### src/rtl/uart_rx_cfg.sv
// Parametrised UART receiver: 2-FF synchroniser, run-time baud divisor, majority-vote
// mid-bit sampling, false-start rejection, parity/framing flags and valid/ready delivery.
module uart_rx_cfg #(
   parameter int CLOCK       = 100000000,
   parameter int BAUDRATE    = 115200,
   parameter int DATA_BITS   = 8,
   parameter int PARITY_MODE = 0,
   parameter int STOP_BITS   = 1,
   parameter int OVERSAMPLE  = 16
) (
   input  logic                 clk,
   input  logic                 n_reset,
   input  logic                 rx_pin,
   input  logic [15:0]          baud_div,
   output logic [DATA_BITS-1:0] rx_data,
   output logic                 rx_valid,
   input  logic                 rx_ready,
   output logic                 parity_err,
   output logic                 frame_err,
   output logic                 overrun_err,
   output logic                 busy
);

   localparam int              DEF_DIV_I = CLOCK / (BAUDRATE * OVERSAMPLE);
   localparam logic [15:0]     DEF_DIV   = (DEF_DIV_I < 1) ? 16'd1 : 16'(DEF_DIV_I);
   localparam int              SW        = $clog2(OVERSAMPLE);
   localparam logic [SW-1:0]   S_LAST    = SW'(OVERSAMPLE - 1);
   localparam logic [SW-1:0]   S_M0      = SW'(OVERSAMPLE / 2 - 1);
   localparam logic [SW-1:0]   S_M1      = SW'(OVERSAMPLE / 2);
   localparam logic [SW-1:0]   S_M2      = SW'(OVERSAMPLE / 2 + 1);
   localparam logic [3:0]      BIT_LAST  = 4'(DATA_BITS - 1);
   localparam logic            STOP_LAST = 1'(STOP_BITS - 1);

   typedef enum logic [2:0] {
      IDLE      = 3'd0,
      START     = 3'd1,
      DATA      = 3'd2,
      PARITY    = 3'd3,
      STOP      = 3'd4,
      WAIT_HIGH = 3'd5
   } state_t;

   function automatic logic maj3_f(input logic a, input logic b, input logic c);
      return (a & b) | (a & c) | (b & c);
   endfunction

   function automatic logic par_err_f(input logic [DATA_BITS-1:0] d, input logic p);
      case (PARITY_MODE)
         1:       return (^d) ^ p;
         2:       return ~((^d) ^ p);
         default: return 1'b0;
      endcase
   endfunction

   logic [1:0]           sync_r;
   logic                 rxs_s;
   logic [15:0]          cnt_r, div_r, div_s;
   logic                 tick_s;
   state_t               state_r, state_n;
   logic [SW-1:0]        s_r, s_n;
   logic [3:0]           bit_r, bit_n;
   logic                 stop_r, stop_n;
   logic [1:0]           smp_r, smp_n;
   logic [DATA_BITS-1:0] shreg_r, shreg_n;
   logic                 perr_r, perr_n, ferr_r, ferr_n;
   logic                 maj_s, done_s;

   assign rxs_s = sync_r[1];

   // Effective divisor follows baud_div only while idle, otherwise the latched copy
   always_comb begin
      div_s = div_r;
      if (state_r == IDLE) begin
         div_s = (baud_div == 16'd0) ? DEF_DIV : baud_div;
      end else begin
         div_s = div_r;
      end
      tick_s = (cnt_r >= (div_s - 16'd1));
   end

   // Next-state and datapath update, all qualified by the sample tick
   always_comb begin
      state_n = state_r;
      s_n     = s_r;
      bit_n   = bit_r;
      stop_n  = stop_r;
      smp_n   = smp_r;
      shreg_n = shreg_r;
      perr_n  = perr_r;
      ferr_n  = ferr_r;
      done_s  = 1'b0;
      maj_s   = maj3_f(smp_r[0], smp_r[1], rxs_s);
      if (tick_s) begin
         if (s_r == S_M0) begin
            smp_n[0] = rxs_s;
         end else if (s_r == S_M1) begin
            smp_n[1] = rxs_s;
         end else begin
            smp_n = smp_r;
         end
         s_n = (s_r == S_LAST) ? {SW{1'b0}} : s_r + SW'(1);
         case (state_r)
            IDLE: begin
               if (!rxs_s) begin
                  state_n = START;
                  s_n     = SW'(1);
                  bit_n   = 4'd0;
                  stop_n  = 1'b0;
                  perr_n  = 1'b0;
                  ferr_n  = 1'b0;
               end else begin
                  s_n = {SW{1'b0}};
               end
            end
            START: begin
               if ((s_r == S_M2) && maj_s) begin
                  state_n = IDLE;
               end else if (s_r == S_LAST) begin
                  state_n = DATA;
               end else begin
                  state_n = START;
               end
            end
            DATA: begin
               if (s_r == S_M2) begin
                  shreg_n = {maj_s, shreg_r[DATA_BITS-1:1]};
               end else if (s_r == S_LAST) begin
                  if (bit_r == BIT_LAST) begin
                     bit_n = 4'd0;
                     if (PARITY_MODE != 0) begin
                        state_n = PARITY;
                     end else begin
                        state_n = STOP;
                     end
                  end else begin
                     bit_n = bit_r + 4'd1;
                  end
               end else begin
                  shreg_n = shreg_r;
               end
            end
            PARITY: begin
               if (s_r == S_M2) begin
                  perr_n = par_err_f(shreg_r, maj_s);
               end else if (s_r == S_LAST) begin
                  state_n = STOP;
               end else begin
                  perr_n = perr_r;
               end
            end
            STOP: begin
               // The last stop bit completes at its mid-bit vote so the next start edge is not missed
               if (s_r == S_M2) begin
                  ferr_n = ferr_r | ~maj_s;
                  if (stop_r == STOP_LAST) begin
                     done_s = 1'b1;
                     if (ferr_r | ~maj_s) begin
                        state_n = WAIT_HIGH;
                     end else begin
                        state_n = IDLE;
                     end
                  end else begin
                     state_n = STOP;
                  end
               end else if (s_r == S_LAST) begin
                  stop_n = stop_r + 1'b1;
               end else begin
                  stop_n = stop_r;
               end
            end
            WAIT_HIGH: begin
               if (rxs_s) begin
                  state_n = IDLE;
               end else begin
                  state_n = WAIT_HIGH;
               end
            end
            default: state_n = IDLE;
         endcase
      end else begin
         state_n = state_r;
      end
   end

   // Synchroniser, tick counter, FSM state and frame datapath registers
   always_ff @(posedge clk) begin
      if (!n_reset) begin
         sync_r  <= 2'b11;
         cnt_r   <= 16'd0;
         div_r   <= DEF_DIV;
         state_r <= IDLE;
         s_r     <= {SW{1'b0}};
         bit_r   <= 4'd0;
         stop_r  <= 1'b0;
         smp_r   <= 2'b11;
         shreg_r <= {DATA_BITS{1'b0}};
         perr_r  <= 1'b0;
         ferr_r  <= 1'b0;
      end else begin
         sync_r  <= {sync_r[0], rx_pin};
         cnt_r   <= tick_s ? 16'd0 : cnt_r + 16'd1;
         div_r   <= div_s;
         state_r <= state_n;
         s_r     <= s_n;
         bit_r   <= bit_n;
         stop_r  <= stop_n;
         smp_r   <= smp_n;
         shreg_r <= shreg_n;
         perr_r  <= perr_n;
         ferr_r  <= ferr_n;
      end
   end

   // Delivery: accept-and-complete in the same cycle loads the new word rather than overrunning
   always_ff @(posedge clk) begin
      if (!n_reset) begin
         rx_data     <= {DATA_BITS{1'b0}};
         rx_valid    <= 1'b0;
         parity_err  <= 1'b0;
         frame_err   <= 1'b0;
         overrun_err <= 1'b0;
         busy        <= 1'b0;
      end else begin
         overrun_err <= 1'b0;
         busy        <= (state_n != IDLE);
         if (done_s) begin
            if (!rx_valid || rx_ready) begin
               rx_data    <= shreg_r;
               parity_err <= perr_r;
               frame_err  <= ferr_n;
               rx_valid   <= 1'b1;
            end else begin
               overrun_err <= 1'b1;
            end
         end else if (rx_valid && rx_ready) begin
            rx_valid <= 1'b0;
         end else begin
            rx_valid <= rx_valid;
         end
      end
   end

endmodule

### config.mk
export PLATFORM = sky130hd
export DESIGN_NAME = uart_rx_cfg
export DESIGN_NICKNAME = d
export VERILOG_FILES = /design/src/rtl/uart_rx_cfg.sv
export SDC_FILE = /design/constraint.sdc
export NUM_CORES = 1
export LEC_CHECK = 0
export ABC_CLOCK_PERIOD_IN_PS = 9700
export BUFFER_PORTS_ARGS = -buffer_cell sky130_fd_sc_hd__buf_2
export CORE_MARGIN = 3
export CORE_UTILIZATION = 35
export CTS_CLUSTER_SIZE = 14
export DETAILED_ROUTE_END_ITERATION = 8
export PLACE_DENSITY = 0.59
export SYNTH_ARGS = -nofsm -noshare
export SYNTH_HDL_FRONTEND = slang
export SYNTH_SLANG_ARGS = --single-unit
### constraint.sdc
create_clock -name clk -period 9.7 [get_ports clk]
set_clock_uncertainty 0.05 [all_clocks]
set_input_delay 1.94 -clock clk [delete_from_list [all_inputs] [get_ports clk]]
set_output_delay 1.94 -clock clk [all_outputs]
set_load 0.05 [all_outputs]
# Word level (Yosys, flattened, before mapping)
# Index checks and enable logic that the tools add are counted.
[word_totals] regBits=71 input_bits=20 out_inout_bits=13 wordCells=113
[classes] n_addsub=5 magnitude_cmp=1 eq_ne=17 n_mux=42 bitwise=9 n_reduce_logical=21
[ops] operator="3-bit two-way mux" n=11
[ops] operator="16-bit two-way mux" n=2
[ops] operator="4-bit two-way mux" n=6
[ops] operator="3-bit case mux with 6 select lines" n=1
[ops] operator="16-bit by 1-bit adder with 16-bit output (second input constant)" n=1
[ops] operator="16-bit greater-or-equal comparator" n=1
[ops] operator="16-bit zero test" n=1
[ops] operator="1-bit two-way mux" n=16
[ops] operator="16-bit by 1-bit subtractor with 16-bit output (second input constant)" n=1
[ops] operator="4-bit equality test (second input constant)" n=3
[ops] operator="2-bit inequality test (second input constant)" n=6
[ops] operator="5-bit AND reduction" n=2
[ops] operator="4-bit by 1-bit adder with 4-bit output (second input constant)" n=2
[ops] operator="4-bit by 3-bit equality test with 1-bit output (second input constant)" n=2
[ops] operator="4-bit case mux with 2 select lines" n=1
[ops] operator="2-bit AND reduction" n=4
[ops] operator="2-bit nonzero test" n=4
[ops] operator="3-bit by 2-bit equality test with 1-bit output (second input constant)" n=2
[ops] operator="3-bit equality test (second input constant)" n=2
[ops] operator="1-bit case mux with 2 select lines" n=3
[ops] operator="3-bit AND reduction" n=2
[ops] operator="2-bit two-way mux" n=2
[ops] operator="4-bit AND reduction" n=1
[ops] operator="1-bit bitwise AND" n=3
[ops] operator="other kinds (11)" n=16

# Depth between registers and ports, before layout
# Gate-level depths: netlist (run 1).
[logic_depth] ltp_word=11 depth_mapped=18 depth_no_buf=16

# Worst setup path before layout (run 1)
# Ideal clock, no wire load.
[synth_path] path_type="in2reg" startpoint="input port baud_div[1]" endpoint="register frame_err" setup_ns=0.121 arrival_time_ns=5.558 required_time_ns=9.529 setup_slack_ns=3.971 cell_stages=16 n_path_buf=1 path_cell_list="or4_1 or4_1 o21ai_4 o22ai_1 ha_1 inv_1 nor2_1 nand4_1 xnor2_1 ha_1 nand4_1 o41ai_4 nor4_4 or4b_1 buf_4 mux2i_1"
[synth_between] elab_chain_len=7 word_cells_on_any_way=8 classes_between="add/sub: 1; order compare: 1; mux: 4; reduce/logical: 2"
[synth_rtl] element="start, declared" line="14" source="input logic [15:0] baud_div,"
[synth_rtl] element="16-bit zero test" line="74" source="div_s = (baud_div == 16'd0) ? DEF_DIV : baud_div;"
[synth_rtl] element="16-bit two-way mux *" line="74"
[synth_rtl] element="16-bit two-way mux *" line="73" source="if (state_r == IDLE) begin"
[synth_rtl] element="16-bit by 1-bit subtractor with 16-bit output *" line="78" source="tick_s = (cnt_r >= (div_s - 16'd1));"
[synth_rtl] element="16-bit greater-or-equal comparator *" line="78"
[synth_rtl] element="1-bit two-way mux" line="93" source="if (tick_s) begin"
[synth_rtl] element="2-bit AND reduction (no line)"
[synth_rtl] element="end signal, assigned" line="230" source="frame_err <= ferr_n;"
[synth_rtl] element="end, declared" line="19" source="output logic frame_err,"
# Mark *: on every way between the ends. The rest lies on a longest branch, timed or not.
# A chain may end at the register's enable or synchronous reset.

# Worst setup path in the final report (run 1)
[layout_path] startpoint="input port baud_div[1]" endpoint="register rx_data[6]"
[layout_between] elab_chain_len=7
[layout_rtl] element="16-bit zero test" line="74"
[layout_rtl] element="16-bit two-way mux *" line="74"
[layout_rtl] element="16-bit two-way mux *" line="73"
[layout_rtl] element="16-bit by 1-bit subtractor with 16-bit output *" line="78"
[layout_rtl] element="16-bit greater-or-equal comparator *" line="78"
[layout_rtl] element="1-bit two-way mux *" line="93"
[layout_rtl] element="2-bit AND reduction (no line) *"
[layout_rtl] element="end signal, assigned" line="217" source="rx_data <= {DATA_BITS{1'b0}};"
[layout_rtl] element="end signal, assigned" line="228" source="rx_data <= shreg_r;"
[layout_rtl] element="end, declared" line="15" source="output logic [DATA_BITS-1:0] rx_data,"
# Marks and branches as above.

==> parameters.txt, run 1 <==
Parameter                              Value

GRT
  Maximum number of pins on one net before global-route repair    52
  First-pass GRT wire length    14,200 um
  Initial antenna violation count    0
  Total track usage    a little over an eighth
  Vias in the first global route    3,016
  Aggregate global routing overflow    0

Synthesis
  Avg Inst Size Synth    8.91 um2
  Count of flip-flops with a built-in enable after synthesis    0
  Net count after synthesis    477
  Flop and latch count out of synthesis    69
  Async set or reset register ratio after synthesis    0%
  Most used DFF post-synth    dfxtp_1
  Area share of the largest cell type after synthesis    35.6%
  Synth area leaders    dfxtp_1 (36%), mux2i_1 (8.3%), ha_1 (7.1%)
  Post-synthesis cell area    0.00387 mm2
  Most area-hungry cell type in the Yosys netlist    dfxtp_1
  Number of instances in the synthesized netlist    435
  Number of distinct standard cells referenced by the synthesized netlist    64
  Count of warnings emitted by yosys    0
  Top cells by instance count after synthesis    dfxtp_1 (69), nor2_1 (49), nand2_1 (46)
  Leading cell type by number of instances after synthesis    dfxtp_1
  Share of synthesized area occupied by flip-flops and latches    35.6%

Setup path
  Startpoint-to-endpoint class of the critical path    in -> reg
  Largest fanout of any net on the critical path    11
  Capturing element type of the critical path    flip-flop
  Critical path data required time    about 9900 ps
  Startpoint kind of the worst setup timing path    primary input
  Arrival time at the worst endpoint    6240 ps

STA
  Post-route fraction of the period consumed by the critical path    approximately 63%
  Max-slew violations    0
  Measured slew at the worst slew-check pin    around 1000 ps
  Total of endpoints with negative setup slack in the final report    0
  Unrepaired setup endpoints after global routing    no
  Achievable Freq    165 MHz
  Clock period minus final worst setup slack    6070 ps
  Final worst-path setup slack    ~3600 ps
  Final count of hold timing violations    0
  Max transition margin    a little under a third
  Total negative slack for setup checks    0 ps

Placed design
  Worst setup timing slack at the placement stage    3290 ps
  Port Buffers    31
  Gpl congestion    about 0.8
  Placed wire-length estimate    ~6000 um
  Total placed instance area    0.00411 mm2

Clocking
  Clock root buffer master    clkbuf_8
  Maximum count of clock buffers along a single path    2
  Depth of the CTS H-tree    3
  Clock-pin slew on the worst setup and hold paths    80 ps
  Num Clock Sinks    69
  Quantity of gates resized following cts    0
  CTS tree    built
  Clock buffers created by TritonCTS    9
  Post-CTS setup buffers    0
  CTS hold repair buffers    0
  Clock latency reported for the late side of the worst-skew pair    350 ps

Floorplan
  Overall die height    111 um
  Area of the die    about 0.012 mm2
  Chip width    111 um
  Initial Utilization    36.7%
  I/O Pins    33
  Core box area    around 0.011 mm2
  Row Count    37

Routing
  Post-DR vias/cell    5.25
  DRC errors left    0
  Detailed router's first-iteration violation count    100
  First drt pass iteration count    4
  Detail-routed net length per standard cell    ~14 um
  Wire length reported by the detailed router    8520 um
  Via count    between 3,000 and 4,000
  Post-detailed-route count of antenna-violating nets    0

Layout
  Final Net Count    500
  Number of inserted filler cells in the final layout    1,064
  Summed area of non-filler cells in the final layout    0.00434 mm2
  Share of cells above drive strength 1    14.5%
  Area Growth Syn to Fin    12.1%
  Number of diodes added for antenna fixing    0

Pwr
  Clk pwr share    44.4%
  Internal power    0.455 mW
  Net Switching    0.153 mW
  Power share of the combinational group    7.6%
  Power Dens Cells    roughly 140 mW/mm2
  Max VDD drop    approximately 79 uV
  Pleak    1.68 nW
  Part of the power in registers    48.0%
  Sw frac    25.2%

Worst hold path
  Worst min path class    reg -> reg

Flow run
  Maxcap violations    0

Run status
  Run status    finished clean
==> sequential cells by signal (all words and copies together) (netlist names), 2 cells and up <==
name	flops
state_r	3
smp_r	2
sync_r	2
shreg_r	8
div_r	16
bit_r	4
cnt_r	16
rx_data	8
s_r	4
==> worst paths after layout <==
kind                         start                 endpoint  slack (ps)  depth (start not counted)
max                    baud_div[1]  rx_data[6]$_SDFFE_PN0P_        3630                         16
min reg2reg   sync_r[0]$_SDFF_PN1_     sync_r[1]$_SDFF_PN1_         370                          1
max reg2reg  state_r[2]$_SDFF_PN0_     cnt_r[12]$_SDFF_PP0_        5020                         13
min           sync_r[0]$_SDFF_PN1_     sync_r[1]$_SDFF_PN1_         370                          1
==> cell families after synthesis <==
| group | synth area share (%) |
|---|---|
| AOI/OAI and AO/OA | 13.2 |
| xor gates and xnor gates | 6.33 |
| adders and majority gates | 7.36 |
| buffers and inverters | 3.62 |
| DFF | 35.6 |
| muxes | 9.43 |
| other | 0.0968 |
| and+or+nand+nor | 24.3 |
==> layer usage <==
layer	track usage, %	routed length, um	up-vias
met5	0	0	-
met3	3.28	390	6
li1	-	-	1605
met1	17.5	4040	1464
met2	22.5	4000	70
met4	5.11	85	0
==> final cells by class <==
type | count | area, um2 | area share [%]
multi-input combinational | 336 | 2360 | 54.3
sequential | 69 | 1380 | 31.8
timing repair buffer | 33 | 170 | 3.92
tap | 136 | 170 | 3.92
clock buffer | 9 | 124 | 2.85
clock inverter | 7 | 105 | 2.42
inverter | 9 | 33.8 | 0.778
==> critical path, stage by stage <==
cell     delay [ps]
buf_2           110
or4_1           530
or4_1           460
o21ai_4         270
o22ai_1         180
ha_1            240
inv_1            90
nor2_1           90
nand3_1         100
xnor2_1          80
ha_1            330
nand2_1          60
o21ai_1         320
a41oi_1         280
or4b_1          950
mux2i_1         200
==> power groups by stage <==
stage | logic [mW] | registers [mW] | clock network (mW)
CTS | 0.0461 | 0.292 | 0.277
global route | 0.0510 | 0.293 | 0.288
floorplan | 0.0337 | 0.298 | 0
finish | 0.0459 | 0.292 | 0.270
global placement | 0.0449 | 0.299 | 0
detailed placement | 0.0459 | 0.299 | 0
==> cells in the final DEF (no fill, tap or decap), drive strengths merged, types with 4 or more instances in the layout <==
cell,instances
nand2b,6
inv,11
nor2,50
nand4b,4
o21ai,22
a21oi,9
xor2,11
nand3,30
o41ai,4
and3,8
ha,22
nor4,7
mux2i,34
a31oi,4
xnor2,17
nand4,9
buf,33
or3,4
nand2,47
dfxtp,69
clkbuf,9
o211ai,4
or4,4
nor3,4
==> per-stage QoR <==
stage | power (mW) | cells | utilization (%) | hold WS (ps)
4_1_cts | 0.615 | 599 | 41.1 | 370
3_3_place_gp | 0.343 | 583 | 39.0 | 338
2_1_floorplan | 0.331 | 435 | - | 336
5_1_grt | 0.631 | 599 | 41.1 | 402
3_5_place_dp | 0.345 | 583 | 39.0 | 348
6_report | 0.608 | 599 | 41.1 | 366
Power figures use the tool's default switching activity.
==> run 2, diff against run 1 <==
--- a/config.mk
+++ b/config.mk
@@ -5,13 +5,14 @@
 export SDC_FILE = /design/constraint.sdc
 export NUM_CORES = 1
 export LEC_CHECK = 0
-export ABC_CLOCK_PERIOD_IN_PS = 9700
+export ABC_AREA = 1
+export ABC_CLOCK_PERIOD_IN_PS = 6350
 export BUFFER_PORTS_ARGS = -buffer_cell sky130_fd_sc_hd__buf_2
 export CORE_MARGIN = 3
 export CORE_UTILIZATION = 35
 export CTS_CLUSTER_SIZE = 14
 export DETAILED_ROUTE_END_ITERATION = 8
-export PLACE_DENSITY = 0.59
+export PLACE_DENSITY = 0.58
 export SYNTH_ARGS = -nofsm -noshare
 export SYNTH_HDL_FRONTEND = slang
 export SYNTH_SLANG_ARGS = --single-unit
==> constraint.sdc (replaced) <==
create_clock -name clk -period 6.35 [get_ports clk]
set_clock_uncertainty 0.05 [all_clocks]
set_input_delay 1.27 -clock clk [delete_from_list [all_inputs] [get_ports clk]]
set_output_delay 1.27 -clock clk [all_outputs]
set_load 0.05 [all_outputs]
==> run 2 against run 1 <==
Against the previous run: sequential cell count unchanged; setup slack worse by 1700 ps; final cell count up 35%; sequential power up 52%; clock power up 92%; global-route usage up 0.72 points; total power up 70%; critical path type unchanged; largest cell class unchanged; largest power group is now clock; highest routed layer unchanged.
==> parameters.txt, run 2 <==
Parameter                              Value

Pwr
  Internal power    0.774 mW (+70%)
  Pleak    2.35 nW (+40%)
  Power Dens Cells    218 mW/mm2 (+56%)
  Max VDD drop    150 uV (+90%)
  Total power    1.04 mW (+70%)
  Sw frac    25.3% (+0.091 points)
  Clk pwr share    50.1% (+5.7 points)
  Net Switching    0.262 mW (+71%)
  Power share of the combinational group    7.0% (-0.6 points)
  Part of the power in registers    42.9% (-5.1 points)

Setup path
  Arrival time at the worst endpoint    4640 ps (-1600 ps)
  Startpoint kind of the worst setup timing path    primary input
  Capturing element type of the critical path    flip-flop
  Startpoint-to-endpoint class of the critical path    in -> reg
  Register-to-register path setup slack    2070 ps (-2950 ps)
  Critical path data required time    6520 ps (-3350 ps)
  Cells on worst reg2reg path    21 (+8)
  FF-to-FF Start    state_r[0]$_SDFF_PN0_
  Largest fanout of any net on the critical path    20 (+9)
  Reg2Reg Capture Point    shreg_r[7]$_SDFFE_PN0P_

STA
  Total of endpoints with negative setup slack in the final report    0 (unchanged)
  Max-slew violations    0 (unchanged)
  Final count of hold timing violations    0 (unchanged)
  Achievable Freq    224 MHz
  Measured slew at the worst slew-check pin    741 ps (-284 ps)
  Max transition margin    50.5% (+19 points)
  Clock period minus final worst setup slack    4470 ps
  Total negative slack for setup checks    0 ps (unchanged)
  Post-route fraction of the period consumed by the critical path    70.4%
  Unrepaired setup endpoints after global routing    no

Synthesis
  Count of warnings emitted by yosys    0 (unchanged)
  Flop and latch count out of synthesis    69 (unchanged)
  Most area-hungry cell type in the Yosys netlist    dfxtp_1
  Leading cell type by number of instances after synthesis    nand2_1
  Count of flip-flops with a built-in enable after synthesis    0 (unchanged)
  Async set or reset register ratio after synthesis    0% (unchanged)
  Post-synthesis cell area    0.00421 mm2 (+8.8%)
  Most used DFF post-synth    dfxtp_1
  Share of synthesized area occupied by flip-flops and latches    32.8% (-2.9 points)
  Net count after synthesis    676 (+42%)
  Top cells by instance count after synthesis    nand2_1 (159), nor2_1 (106), inv_1 (92)
  Avg Inst Size Synth    6.65 um2 (-25%)
  Number of distinct standard cells referenced by the synthesized netlist    45 (-30%)
  Number of instances in the synthesized netlist    634 (+46%)
  Synth area leaders    dfxtp_1 (33%), nand2_1 (14%), nor2_1 (9.4%)
  Area share of the largest cell type after synthesis    32.8% (-2.9 points)

Clocking
  CTS hold repair buffers    0 (unchanged)
  Num Clock Sinks    69 (unchanged)
  Clock buffers created by TritonCTS    9 (unchanged)
  Depth of the CTS H-tree    3 (unchanged)
  CTS tree    built
  Quantity of gates resized following cts    0 (unchanged)
  Post-CTS setup buffers    0 (unchanged)
  Clock latency reported for the late side of the worst-skew pair    340 ps (about the same)
  Maximum count of clock buffers along a single path    2 (unchanged)
  Clock-pin slew on the worst setup and hold paths    60 ps (-20 ps)
  Clock root buffer master    clkbuf_16

Layout
  Top flop regs    cnt_r (16), div_r (16)
  Final cell count without fillers    808 (+35%)
  Leading cell types in the layout, fill and taps excluded    nand2_1 (159), nor2_1 (106), inv_1 (92), dfxtp_1 (69), nand3_1 (36)
  Share of cells above drive strength 1    13.4% (-1.1 points)
  Commonest non-fill, non-tap cell in the layout    nand2_1
  Area Growth Syn to Fin    12.6%
  Final Net Count    702 (+40%)
  Number of diodes added for antenna fixing    0 (unchanged)

Floorplan
  I/O Pins    33 (unchanged)
  Chip width    116 um (+4.1%)
  Core box area    0.0116 mm2 (+10%)
  Overall die height    116 um (+4.1%)
  Initial Utilization    36.3% (-0.43 points)
  Area of the die    0.0134 mm2 (+8.3%)
  Row Count    39 (+5.4%)

Routing
  Wire length reported by the detailed router    9050 um (+6.3%)
  First drt pass iteration count    4 (unchanged)
  DRC errors left    0 (unchanged)
  Post-detailed-route count of antenna-violating nets    0 (unchanged)
  Post-DR vias/cell    4.62 (-12%)
  Detailed router's first-iteration violation count    166 (+66%)
  Detail-routed net length per standard cell    11.2 um (-21%)
  Via count    3,735 (+19%)

Placed design
  Gpl congestion    0.908 (+11%)
  Dpl cells    792 (+36%)
  Port Buffers    31 (unchanged)
  Placed wire-length estimate    6900 um (+12%)

GRT
  Initial antenna violation count    0 (unchanged)
  Vias in the first global route    3,344 (+11%)
  First-pass GRT wire length    15,500 um (+9.4%)
  Maximum number of pins on one net before global-route repair    33 (-37%)
  Total track usage    14.4% (+0.72 points)
  Aggregate global routing overflow    0 (unchanged)

Worst hold path
  Sink of the worst hold path    sync_r[1]$_SDFF_PN1_
  Hold Crit Start    sync_r[0]$_SDFF_PN1_
  Worst min path class    reg -> reg
  Cell count of the worst hold path    1 (unchanged)

Flow run
  Maxcap violations    0 (unchanged)

Run status
  Run status    finished clean
-- run 2: worst max path at each step --
stage | start | to | slack, ps | cells past startpoint
after global routing | baud_div[2] | shreg_r[6]$_SDFFE_PN0P_ | 1410 | 23
after global placement | baud_div[2] | shreg_r[5]$_SDFFE_PN0P_ | 1610 | 23
after CTS | baud_div[2] | shreg_r[7]$_SDFFE_PN0P_ | 1860 | 23
after floorplan | baud_div[11] | cnt_r[10]$_SDFF_PP0_ | 2480 | 24
after detailed placement | baud_div[2] | shreg_r[2]$_SDFFE_PN0P_ | 1530 | 23
final | baud_div[2] | shreg_r[7]$_SDFFE_PN0P_ | 1880 | 23
-- run 2: cell type report --
| cell class | count | area (um2) |
|---|---|---|
| clock buffer | 9 | 225 |
| clock inverter | 7 | 81.3 |
| fill | 1235 | 6870 |
| inverter | 94 | 353 |
| multi-input combinational | 455 | 2370 |
| sequential | 69 | 1380 |
| tap | 143 | 179 |
| timing repair buffer | 31 | 155 |
-- run 2: metrics by stage --
step | area (um2) | hold slack, ps | utilization (%) | worst slack [ps]
floorplan | 4210 | 343 | - | 2480
global placement | 4440 | 349 | 38.2 | 1610
detailed placement | 4440 | 351 | 38.2 | 1530
CTS | 4740 | 367 | 40.8 | 1860
global route | 4740 | 380 | 40.8 | 1410
finish | 4740 | 362 | 40.8 | 1880
-- run 2: layer usage --
| layer | vias to the layer above | wire (um) | share of wire (%) | track usage (%) |
|---|---|---|---|---|
| met2 | 43 | 4230 | 47 | 23.5 |
| met5 | - | 0 | 0 | 0 |
| met3 | 14 | 256 | 2.8 | 3.60 |
| li1 | 2029 | - | - | - |
| met1 | 1649 | 4410 | 49 | 18.8 |
| met4 | 0 | 160 | 1.8 | 4.72 |
-- run 2: power by group through the flow --
stage | combinational (mW) | clock, mW | sequential [mW]
finish | 0.0729 | 0.519 | 0.444
global route | 0.0840 | 0.550 | 0.444
CTS | 0.0739 | 0.530 | 0.444
detailed placement | 0.0735 | 0 | 0.454
global placement | 0.0727 | 0 | 0.453
floorplan | 0.0535 | 0 | 0.453
-- run 2: kinds of logic (layout without fill, tap and decap cells) --
family / count (synthesis) / in the layout / synth area share [%]
AND/OR/NAND/NOR: 371 / 371 / 40.6
buffers and inverters: 110 / 141 / 11.0
flip-flops: 69 / 69 / 32.8
AO/OA/AOI/OAI: 51 / 51 / 6.86
adder cells (fa/ha/maj): 22 / 22 / 6.53
XOR/XNOR: 10 / 10 / 2.08
other: 1 / 1 / 0.0890
-- run 2: worst max-delay path, stage by stage --
cell,delay [ps]
buf_2,110
nor2_1,170
nand2_1,70
nor2_1,100
nand2_1,120
nand2_1,100
nand2_2,90
ha_1,280
nand2_1,160
nor2_4,70
nand3_1,60
nand2_1,50
nand2_1,50
inv_1,40
ha_1,270
nand2_1,110
o21ai_1,90
a21oi_2,210
nand3_2,410
nand3_1,560
nand2_1,110
nand2_1,80
nor2_1,40
